**config.mk**
```make
export PLATFORM = sky130hd
export DESIGN_NAME = fifo_rd_stream
export DESIGN_NICKNAME = d
export VERILOG_FILES = /design/src/rtl/fifo_rd_stream.sv
export SDC_FILE = /design/constraint.sdc
export NUM_CORES = 1
export LEC_CHECK = 0
export BUFFER_PORTS_ARGS = -buffer_cell sky130_fd_sc_hd__buf_2
export CAP_MARGIN = 20
export CELL_PAD_IN_SITES_DETAIL_PLACEMENT = 1
export CELL_PAD_IN_SITES_GLOBAL_PLACEMENT = 1
export CORE_MARGIN = 4
export CORE_UTILIZATION = 55
export CTS_BUF_LIST = sky130_fd_sc_hd__clkbuf_4 sky130_fd_sc_hd__clkbuf_8
export CTS_CLUSTER_DIAMETER = 80
export CTS_CLUSTER_SIZE = 28
export DETAILED_ROUTE_END_ITERATION = 8
export HOLD_SLACK_MARGIN = 0.12
export PLACE_DENSITY_LB_ADDON = 0.1
export SYNTH_ARGS = -nofsm -noshare
export SYNTH_HDL_FRONTEND = slang
export SYNTH_SLANG_ARGS = --single-unit
```
**constraint.sdc**
```tcl
create_clock -name rd_clk -period 3.7 [get_ports rd_clk]
set_input_delay 0.185 -clock rd_clk [delete_from_list [all_inputs] [get_ports rd_clk]]
set_output_delay 0.185 -clock rd_clk [all_outputs]
set_load 0.02 [all_outputs]
```
**src/rtl/fifo_rd_stream.sv**
```systemverilog
// fifo_rd_stream: read-side consumer for the async FIFO, in the read clock domain.
// Pops FIFO words, absorbs the one-cycle registered read latency, keeps up to
// three words in a small circular buffer and emits them as OUT_BITS-wide beats
// on a valid/ready stream.
// Optional statistics counters are enabled by defining FIFO_RD_STREAM_STATS_EN.
module fifo_rd_stream #(
  parameter int BITS      = 32,
  parameter int OUT_BITS  = 8,
  parameter int LSB_FIRST = 1
) (
  input  logic                rd_clk,
  input  logic                rd_rst_n,
  output logic                fifo_rd_en,
  input  logic [BITS-1:0]     fifo_rd_data,
  input  logic                fifo_rd_empty,
  output logic                m_valid,
  input  logic                m_ready,
  output logic [OUT_BITS-1:0] m_data,
  output logic                m_last_beat
`ifdef FIFO_RD_STREAM_STATS_EN
  ,
  output logic [15:0]         stat_words,
  output logic [15:0]         stat_stall
`endif
);

  localparam int RATIO  = BITS / OUT_BITS;
  localparam int BEAT_W = (RATIO > 1) ? $clog2(RATIO) : 1;
  localparam logic [BEAT_W-1:0] LAST_BEAT = BEAT_W'(RATIO - 1);

  logic [BITS-1:0]   r_buf [3];
  logic [1:0]        r_head;
  logic [1:0]        r_tail;
  logic [1:0]        r_occ;
  logic              r_in_flight;
  logic [BEAT_W-1:0] r_beat;

  logic              w_pop;
  logic              w_cap;
  logic              w_xfer;
  logic              w_drain;
  logic [BITS-1:0]   w_head_word;
  logic [BEAT_W-1:0] w_slice;

  // Pointers live in 0..2 and wrap modulo 3.
  function automatic logic [1:0] ptr_inc(input logic [1:0] p);
    return (p == 2'd2) ? 2'd0 : p + 2'd1;
  endfunction

  // Request a pop only if the word plus any word already in flight still fits;
  // held low while reset is asserted.
  assign fifo_rd_en  = rd_rst_n && (({1'b0, r_occ} + {2'b00, r_in_flight}) < 3'd3);
  assign w_pop       = fifo_rd_en && !fifo_rd_empty;
  assign w_cap       = r_in_flight;

  assign m_valid     = (r_occ != 2'd0);
  assign w_xfer      = m_valid && m_ready;
  assign w_drain     = w_xfer && (r_beat == LAST_BEAT);

  assign w_head_word = r_buf[r_head];
  assign w_slice     = (LSB_FIRST != 0) ? r_beat : (LAST_BEAT - r_beat);
  assign m_data      = OUT_BITS'(w_head_word >> (w_slice * OUT_BITS));
  assign m_last_beat = m_valid && (r_beat == LAST_BEAT);

  // Word storage: the word returned by last cycle's pop lands in the tail slot.
  always_ff @(posedge rd_clk or negedge rd_rst_n) begin
    if (!rd_rst_n) begin
      for (int i = 0; i < 3; i++) r_buf[i] <= '0;
    end else if (w_cap) begin
      r_buf[r_tail] <= fifo_rd_data;
    end
  end

  // Pop tracking, pointers, occupancy and beat position within the head word.
  always_ff @(posedge rd_clk or negedge rd_rst_n) begin
    if (!rd_rst_n) begin
      r_in_flight <= 1'b0;
      r_head      <= 2'd0;
      r_tail      <= 2'd0;
      r_occ       <= 2'd0;
      r_beat      <= '0;
    end else begin
      r_in_flight <= w_pop;
      if (w_cap)   r_tail <= ptr_inc(r_tail);
      if (w_drain) r_head <= ptr_inc(r_head);
      if (w_xfer)  r_beat <= w_drain ? '0 : r_beat + 1'b1;
      case ({w_cap, w_drain})
        2'b10:   r_occ <= r_occ + 2'd1;
        2'b01:   r_occ <= r_occ - 2'd1;
        default: r_occ <= r_occ;
      endcase
    end
  end

`ifdef FIFO_RD_STREAM_STATS_EN
  function automatic logic [15:0] sat_inc16(input logic [15:0] v);
    return (v == 16'hFFFF) ? v : v + 16'd1;
  endfunction

  // Drained-word count wraps; stall-cycle count saturates.
  always_ff @(posedge rd_clk or negedge rd_rst_n) begin
    if (!rd_rst_n) begin
      stat_words <= 16'd0;
      stat_stall <= 16'd0;
    end else begin
      if (w_drain)             stat_words <= stat_words + 16'd1;
      if (m_valid && !m_ready) stat_stall <= sat_inc16(stat_stall);
    end
  end
`endif

endmodule

```
Word-level counts from Yosys, hierarchy flattened
Index checks and enable logic that the tools add are counted.
{ "totals": {"regBits": 105, "inputBits": 36, "out_inout_bits": 11, "word_cells": 45} }
{ "op_classes": {"addsub": 6, "magnitude_cmp": 4, "n_eq_ne": 5, "shifts": 1, "n_mux": 10, "bitwise_logic": 2, "reduce_logical": 9} }
{ "ops": {"columns": ["operator", "n"], "rows": [
  ["$bwmux W96", 1],
  ["$mux W32", 3],
  ["$bmux W32 S2", 1],
  ["$demux W32 S2", 1],
  ["$shr A32 B5 Y8", 1],
  ["$add A2 B1 Y2 const B", 4],
  ["$eq A2 B2 Y1 const B", 4],
  ["$ge A3 B3 Y1 const B", 2],
  ["$logic_and A1 B1 Y1", 6],
  ["$mux W2", 3],
  ["$not A2 Y3", 2],
  ["$pmux W2 S2", 1],
  ["$reduce_bool A2 Y1", 2],
  ["$add A2 B1 Y3", 1],
  ["$lt A3 B1 Y1 const B", 1],
  ["$lt A3 B2 Y1 const B", 1],
  ["$eq A2 B1 Y1 const B", 1],
  ["$sub A2 B1 Y2 const B", 1],
  ["$logic_not A1 Y1", 1]
]} }

Depth between registers and ports, before layout
Gate-level depths: netlist (run 1).
{ "logic_depth": {"ltp_word": 6, "ltp_mapped": 7, "depth_no_buf": 7} }

Least setup slack after synthesis (run 1)
No wires, ideal clock.
{ "synth_timing": {"kind": "register to register", "start": "register r_occ[0]", "end": "register r_in_flight", "setup_ns": 0.074, "t_arrival_ns": 1.699, "required_time_ns": 3.626, "slack_ns": 1.927, "path_stages_with_launch": 5, "n_path_buf": 0, "period_less_slack_ns": 1.773, "path_cell_list": "dfrtp_1 ha_1 ha_1 a211oi_1 nor2b_1"} }
{ "synth_between": {"elab_chain_len": 4} }
{ "synth_rtl": {"columns": ["item", "line", "rtl"], "rows": [
  ["start: declaration", "34", "logic [1:0] r_occ;"],
  ["start signal: assignment", "88", "2'b10: r_occ <= r_occ + 2'd1;"],
  ["start signal: assignment", "89", "2'b01: r_occ <= r_occ - 2'd1;"],
  ["start signal: assignment", "90", "default: r_occ <= r_occ;"],
  ["$add A2 B1 Y3", "52", "assign fifo_rd_en = rd_rst_n && (({1'b0, r_occ} + {2'b00, r_in_flight}) < 3'd3);"],
  ["$lt A3 B2 Y1", "52", null],
  ["$logic_and A1 B1 Y1", "52", null],
  ["via fifo_rd_en", "13", "output logic fifo_rd_en,"],
  ["$logic_and A1 B1 Y1", "53", "assign w_pop = fifo_rd_en && !fifo_rd_empty;"],
  ["via w_pop", "38", "logic w_pop;"],
  ["end signal: assignment", "83", "r_in_flight <= w_pop;"],
  ["end: declaration", "35", "logic r_in_flight;"]
]} }
The timed path passes the listed nets, and every way through them passes these cells.
A chain may end at the register's enable or synchronous reset.

Final worst setup path (run 1)
{ "layout_timing": {"start": "register r_head[1]", "end": "output m_data[6]"} }
{ "layout_between": {"elab_chain_len": 5} }
{ "layout_rtl": {"columns": ["item", "line", "rtl"], "rows": [
  ["start: declaration", "32", "logic [1:0] r_head;"],
  ["start signal: assignment", "85", "if (w_drain) r_head <= ptr_inc(r_head);"],
  ["$not A2 Y3 (not written as such)", "60", "assign w_head_word = r_buf[r_head];"],
  ["$bmux W32 S2", "60", null],
  ["$mux W32 (not written as such) (2 in series)", "60", null],
  ["$shr A32 B5 Y8", "62", "assign m_data = OUT_BITS'(w_head_word >> (w_slice * OUT_BITS));"],
  ["end: declaration", "18", "output logic [OUT_BITS-1:0] m_data,"]
]} }
Every way passes these cells. The select of a mux whose other input is x is not followed.

==> flow_summary.ini, run 1 <==
[clock_network]
cts_tree = done
h-tree-depth = 3
clock_latency_ns = 0.37
post-cts-setup-buffers = 0
cts_buffers = 9
cts_hold_buf = 32
cts_resized = 0
cts_num_sinks = 105
clkSlewWorstSetupHoldPaths_ns = 0.10
clock_path_buffers = 2
clockRootBuffer = clkbuf_8

[die]
die_area_sq_um = 10700
placement_rows = 34
die_w_um = 104
start_util = 0.570
io-pin-count = 47
fp.dieH_um = 104
fp.coreArea_sq_um = 8810

[setup_path]
cp_num_buf_inv = 2
path_cells = buf_4 -> mux2i_1 -> o2bb2ai_1 -> mux4_2 -> buf_2
path_max_fanout = 23
cp-end-kind = output pin
critPathMaxStageDelay_ns = 0.85
worst_setup_path_start_kind = flop
critPathTopFamily = flip-flops
worstSetupPathType = reg -> out
cpMaxStageDelayCell = dfrtp_2
cp.arrival_ns = 2.67
worstPathRequired_ns = 3.51

[final_layout]
final_common_cell = dfrtp_1
antennaDiodeCount = 0
area.growth.synth_to_final_pct = 16.5
final_cell_mix = 104 x dfrtp_1, 67 x mux2_2, 45 x buf_2
fin_area_sq_um = 5850
fin_nets = 442
drive_above_1_share = 0.450

[sta]
worst_pin_slew_ns = 0.819
hold_viol_final = 0
drv_slew = 0
setup_violations = 0
fin_crit_ns = 2.85
fin_tns_setup_ns = 0
rsz0062_at_grt = no
max_freq_mhz = 351
worst_hold_slack_ns = 0.135
finClkSkew_ns = 0.0103
relSlewSlack = 0.453
period_share = 0.771

[global_routing]
grt_start_max_net_pins = 79
grt_pass1_vias = 3480
grt_pass1_wl_mm = 19.5
grt.overflow.total = 0
grt_usage = 0.232
antenna_found_initial = 0

[detailed_routing]
drc = 0
drt_wl_total_mm = 11.9
post_drt_wl_per_cell_um = 23.0
antenna_left = 0
firstDrtPassIters = 4
dr.first_iter.drc_count = 102
vias = 3063
via_per_inst = 5.95

[pwr]
p_comb_frac = 0.421
powerDensity_nw_per_um2 = 880
power_leakage_nw = 2.62
switchingPower_mw = 1.85
peakVddDrop_uv = 422
p_sw_frac = 0.359
internal_power_mw = 3.30
power_frac_seq = 0.433
pwr-share-clk = 0.146

[yosys]
synth_fa_ha_area_frac = 0.00997
synth_mux_area_frac = 0.340
synth_async_sr_flop_share = 1.00
syn_avg_cell_area_sq_um = 15.3
synthesis.nets = 368
synth_top_family_by_area = multiplexers
synth_edf_count = 0
synth_xor_area_frac = 0.00523
synthFlopType = dfrtp_1
yosysTopAreaCell = dfrtp_1
ys_seq_area_frac = 0.523
synthSimpleGateAreaFrac = 0.0150
netlist_area_sq_um = 5020
synth_warnings = 0
synth_compound_area_frac = 0.0668
synthTopCellsByArea = dfrtp_1 52%, mux2_2 15%, mux2_4 9.0%, mux2i_1 6.4%, o2bb2ai_1 5.6%
syn-instance-count = 328
synth_cell_types = 29
synth_top_area_frac = 0.523
ys_ff_latch = 105

[hold_path]
hold_class = in -> reg

[place]
port-buffer-count = 46
place_congestion = 0.730
dpl.hpwl_mm = 7.57
place_area_sq_um = 5260

[outcome]
outcome = finished clean

[job]
cap_viol_max_count = 0
==> cell usage after synthesis (all sizes together) (3+ instances only) <==
library cell	instances
a21o	4
inv	4
buf	24
dfrtp	105
mux4	8
mux2i	32
mux2	97
o2bb2ai	32
ha	4
nor3	3
==> layer usage <==
metal	vias up	GRT usage	wire length [um]
li1	1365	-	-
met2	63	0.389	6120
met4	0	0.0503	170
met1	1618	0.308	5160
met5	-	0	0
met3	17	0.0603	414
==> worst paths after layout <==
check                            endpoint             start  slack [ns]  cells past startpoint
worst min register to register  r_buf[80]         r_buf[80]        0.52                      1
worst max-delay path            m_data[6]         r_head[1]        0.85                      5
min in group asynchronous       r_buf[11]          rd_rst_n        0.26                      2
worst max register to register   r_occ[1]         r_beat[0]        1.62                      6
max in group asynchronous       r_buf[74]          rd_rst_n        2.51                      4
worst min-delay path            r_buf[89]  fifo_rd_data[25]        0.14                      2
==> power groups by stage <==
stage               sequential (mW)  clock (mW)  combinational (mW)
global placement               2.21           0                2.05
floorplan                      1.97           0                1.81
detailed placement             2.24           0                2.13
finish                         2.23       0.753                2.17
global route                   2.30       0.827                2.35
CTS                            2.23       0.767                2.17
==> kinds of logic (layout without fill, tap and decap cells) <==
family | count (synthesis) | in the layout
multiplexers | 137 | 137
flip-flops | 105 | 105
AO/OA/AOI/OAI | 40 | 40
buffers and inverters | 28 | 107
AND/OR/NAND/NOR | 11 | 11
adder cells (fa/ha/maj) | 4 | 4
XOR/XNOR | 3 | 3
==> metrics by stage <==
step                      utilization  power [mW]  worst slack, ns  std cells
after detailed placement        0.598        4.37             1.28        465
after floorplan                     -        3.78             1.93        328
after global routing            0.664        5.48            0.743        515
final                           0.664        5.15            0.849        515
after global placement          0.598        4.26             1.32        465
after CTS                       0.658        5.16            0.866        513
==> flip-flops by register name (all words and copies together), names as in the netlist <==
register,flops
r_beat,2
r_buf,96
r_tail,2
r_head,2
r_in_flight,1
r_occ,2
==> area by class of cell <==
cell class	instances	area, sq um
clock buffer	10	138
clock inverter	6	72.6
fill	821	2960
inverter	4	15.0
multi-input combinational	195	2200
sequential	105	2630
tap	108	135
timing repair buffer	87	661
Note: power is estimated with default switching activity, not from simulation.
==> run 2, diff against run 1 <==
--- a/config.mk
+++ b/config.mk
@@ -10,7 +10,7 @@
 export CELL_PAD_IN_SITES_DETAIL_PLACEMENT = 1
 export CELL_PAD_IN_SITES_GLOBAL_PLACEMENT = 1
 export CORE_MARGIN = 4
-export CORE_UTILIZATION = 55
+export CORE_UTILIZATION = 47
 export CTS_BUF_LIST = sky130_fd_sc_hd__clkbuf_4 sky130_fd_sc_hd__clkbuf_8
 export CTS_CLUSTER_DIAMETER = 80
 export CTS_CLUSTER_SIZE = 28
==> constraint.sdc (replaced) <==
create_clock -name rd_clk -period 2.35 [get_ports rd_clk]
set_input_delay 0.1175 -clock rd_clk [delete_from_list [all_inputs] [get_ports rd_clk]]
set_output_delay 0.1175 -clock rd_clk [all_outputs]
set_load 0.02 [all_outputs]
==> flow_summary.ini, run 2 (synthesized netlist as in run 1, its figures left out) <==
[outcome]
outcome = finished clean

[final_layout]
fin_nets = 447
final_common_cell = dfrtp_1
antennaDiodeCount = 0
fillCellCount = 1018
seq_area_sq_um = 2630
area.growth.synth_to_final_pct = 18.1
drive_above_1_share = 0.451
largest_reg_flops = 96
largest-register = r_buf
fin_area_sq_um = 5930
final_cell_mix = 104 x dfrtp_1, 67 x mux2_2, 45 x buf_2, 34 x dlygate4sd3_1
multi_input_area_sq_um = 2210

[pwr]
power_mw = 8.17
powerDensity_nw_per_um2 = 1380
peakVddDrop_uv = 679
power_leakage_nw = 2.64

[global_routing]
grt_pass1_wl_mm = 19.0
grt_start_max_net_pins = 106
antenna_found_initial = 0
grt_pass1_vias = 3320
grt_usage = 0.199
grt.overflow.total = 0

[setup_path]
r2r-end = r_buf[20]
reg2reg_from = r_tail[1]
worstPathRequired_ns = 2.23
regToRegSetupSlack_ns = 0.54
path_max_fanout = 24
cp-end-kind = output pin
reg2regPathDepth = 4
critPathMaxStageDelay_ns = 0.50
cp.arrival_ns = 2.16
worst_setup_path_start_kind = flop
path_cells = buf_12 -> mux2i_1 -> o2bb2ai_1 -> mux4_2 -> buf_2
cpMaxStageDelayCell = mux4_2
worstSetupPathType = reg -> out

[die]
fp.coreArea_sq_um = 10400
start_util = 0.484
io-pin-count = 47
die_area_sq_um = 12400
die_w_um = 111
placement_rows = 37
fp.dieH_um = 111

[clock_network]
cts_buffers = 9
cts_tree = done
clockRootBuffer = clkbuf_8
clock_path_buffers = 2
h-tree-depth = 3
clock_latency_ns = 0.39
clkSlewWorstSetupHoldPaths_ns = 0.10
cts_num_sinks = 105
post-cts-setup-buffers = 0

[detailed_routing]
dr.first_iter.drc_count = 126
post_drt_wl_per_cell_um = 21.4
antenna_left = 0
via_per_inst = 5.48
drc = 0
firstDrtPassIters = 4
drt_wl_total_mm = 11.7
vias = 3002

[place]
place_area_sq_um = 5340
dpl.hpwl_mm = 7.34
dp_slack_ns = 0.389
port-buffer-count = 46
place_congestion = 0.733

[hold_path]
hold_class = in -> reg
min_from = m_ready
whs_path_depth = 3
whs_endpoint = r_beat[0]

[sta]
hold_viol_final = 0
fin_tns_setup_ns = 0
fin_ws_ns = 0.0750
finClkSkew_ns = 0.00868
drv_slew = 0
worst_hold_slack_ns = 0.151
fin_crit_ns = 2.28
worst_pin_slew_ns = 0.672
rsz0062_at_grt = no
period_share = 0.968
max_freq_mhz = 440
setup_violations = 0
relSlewSlack = 0.552

[job]
cap_viol_max_count = 0
## run 2: cell type report
| class | instances | share of cell area |
|---|---|---|
| inverters | 4 | 0.00253 |
| clock buffers | 14 | 0.0304 |
| clock inverters | 2 | 0.00591 |
| multi-input cells | 196 | 0.373 |
| repair buffers | 91 | 0.115 |
| flip-flops and latches | 105 | 0.444 |
| well taps | 136 | 0.0287 |
## run 2: metal layers
| metal | share of wire | vias up | wire length (um) | GRT usage |
|---|---|---|---|---|
| li1 | - | 1376 | - | - |
| met1 | 0.48 | 1577 | 5590 | 0.275 |
| met2 | 0.48 | 36 | 5680 | 0.321 |
| met3 | 0.030 | 13 | 352 | 0.0500 |
| met4 | 0.010 | 0 | 122 | 0.0462 |
| met5 | 0 | - | 0 | 0 |
## run 2: how the worst max path moves through the flow
stage | startpoint | end | slack (ns) | cells after the start
after floorplan | r_occ[0] | r_in_flight | 0.58 | 4
after global placement | r_head[1] | m_data[6] | 0.42 | 5
after detailed placement | r_head[1] | m_data[2] | 0.39 | 5
after CTS | r_head[1] | m_data[0] | 0.02 | 4
after global routing | r_head[1] | m_data[6] | 0.003 | 5
final | r_head[1] | m_data[5] | 0.07 | 5
## run 2: worst max-delay path: cells and delay by family (launching register included)
family | cells | cell delay [ns]
mux | 2 | 0.73
compound gates | 1 | 0.11
buf+inv | 2 | 0.42
flops | 1 | 0.49
## run 2: power by group
group	internal [mW]	switching [mW]
logic	1.98	1.63
clock network	0.603	0.618
registers	2.73	0.608
## run 2: what timing repair did
item                                   4_1_cts  5_1_grt
setup endpoints to repair                    8        8
pin swaps                                    0        0
gates resized for setup                      2        3
endpoints found under the hold margin      202        0
cloned                                       1        0
hold buffers                                34        0
## run 2: stage by stage
step	utilization	instances
4_1_cts	0.570	548
5_1_grt	0.572	548
6_report	0.572	548
3_5_place_dp	0.515	497
2_1_floorplan	-	328
3_3_place_gp	0.515	497
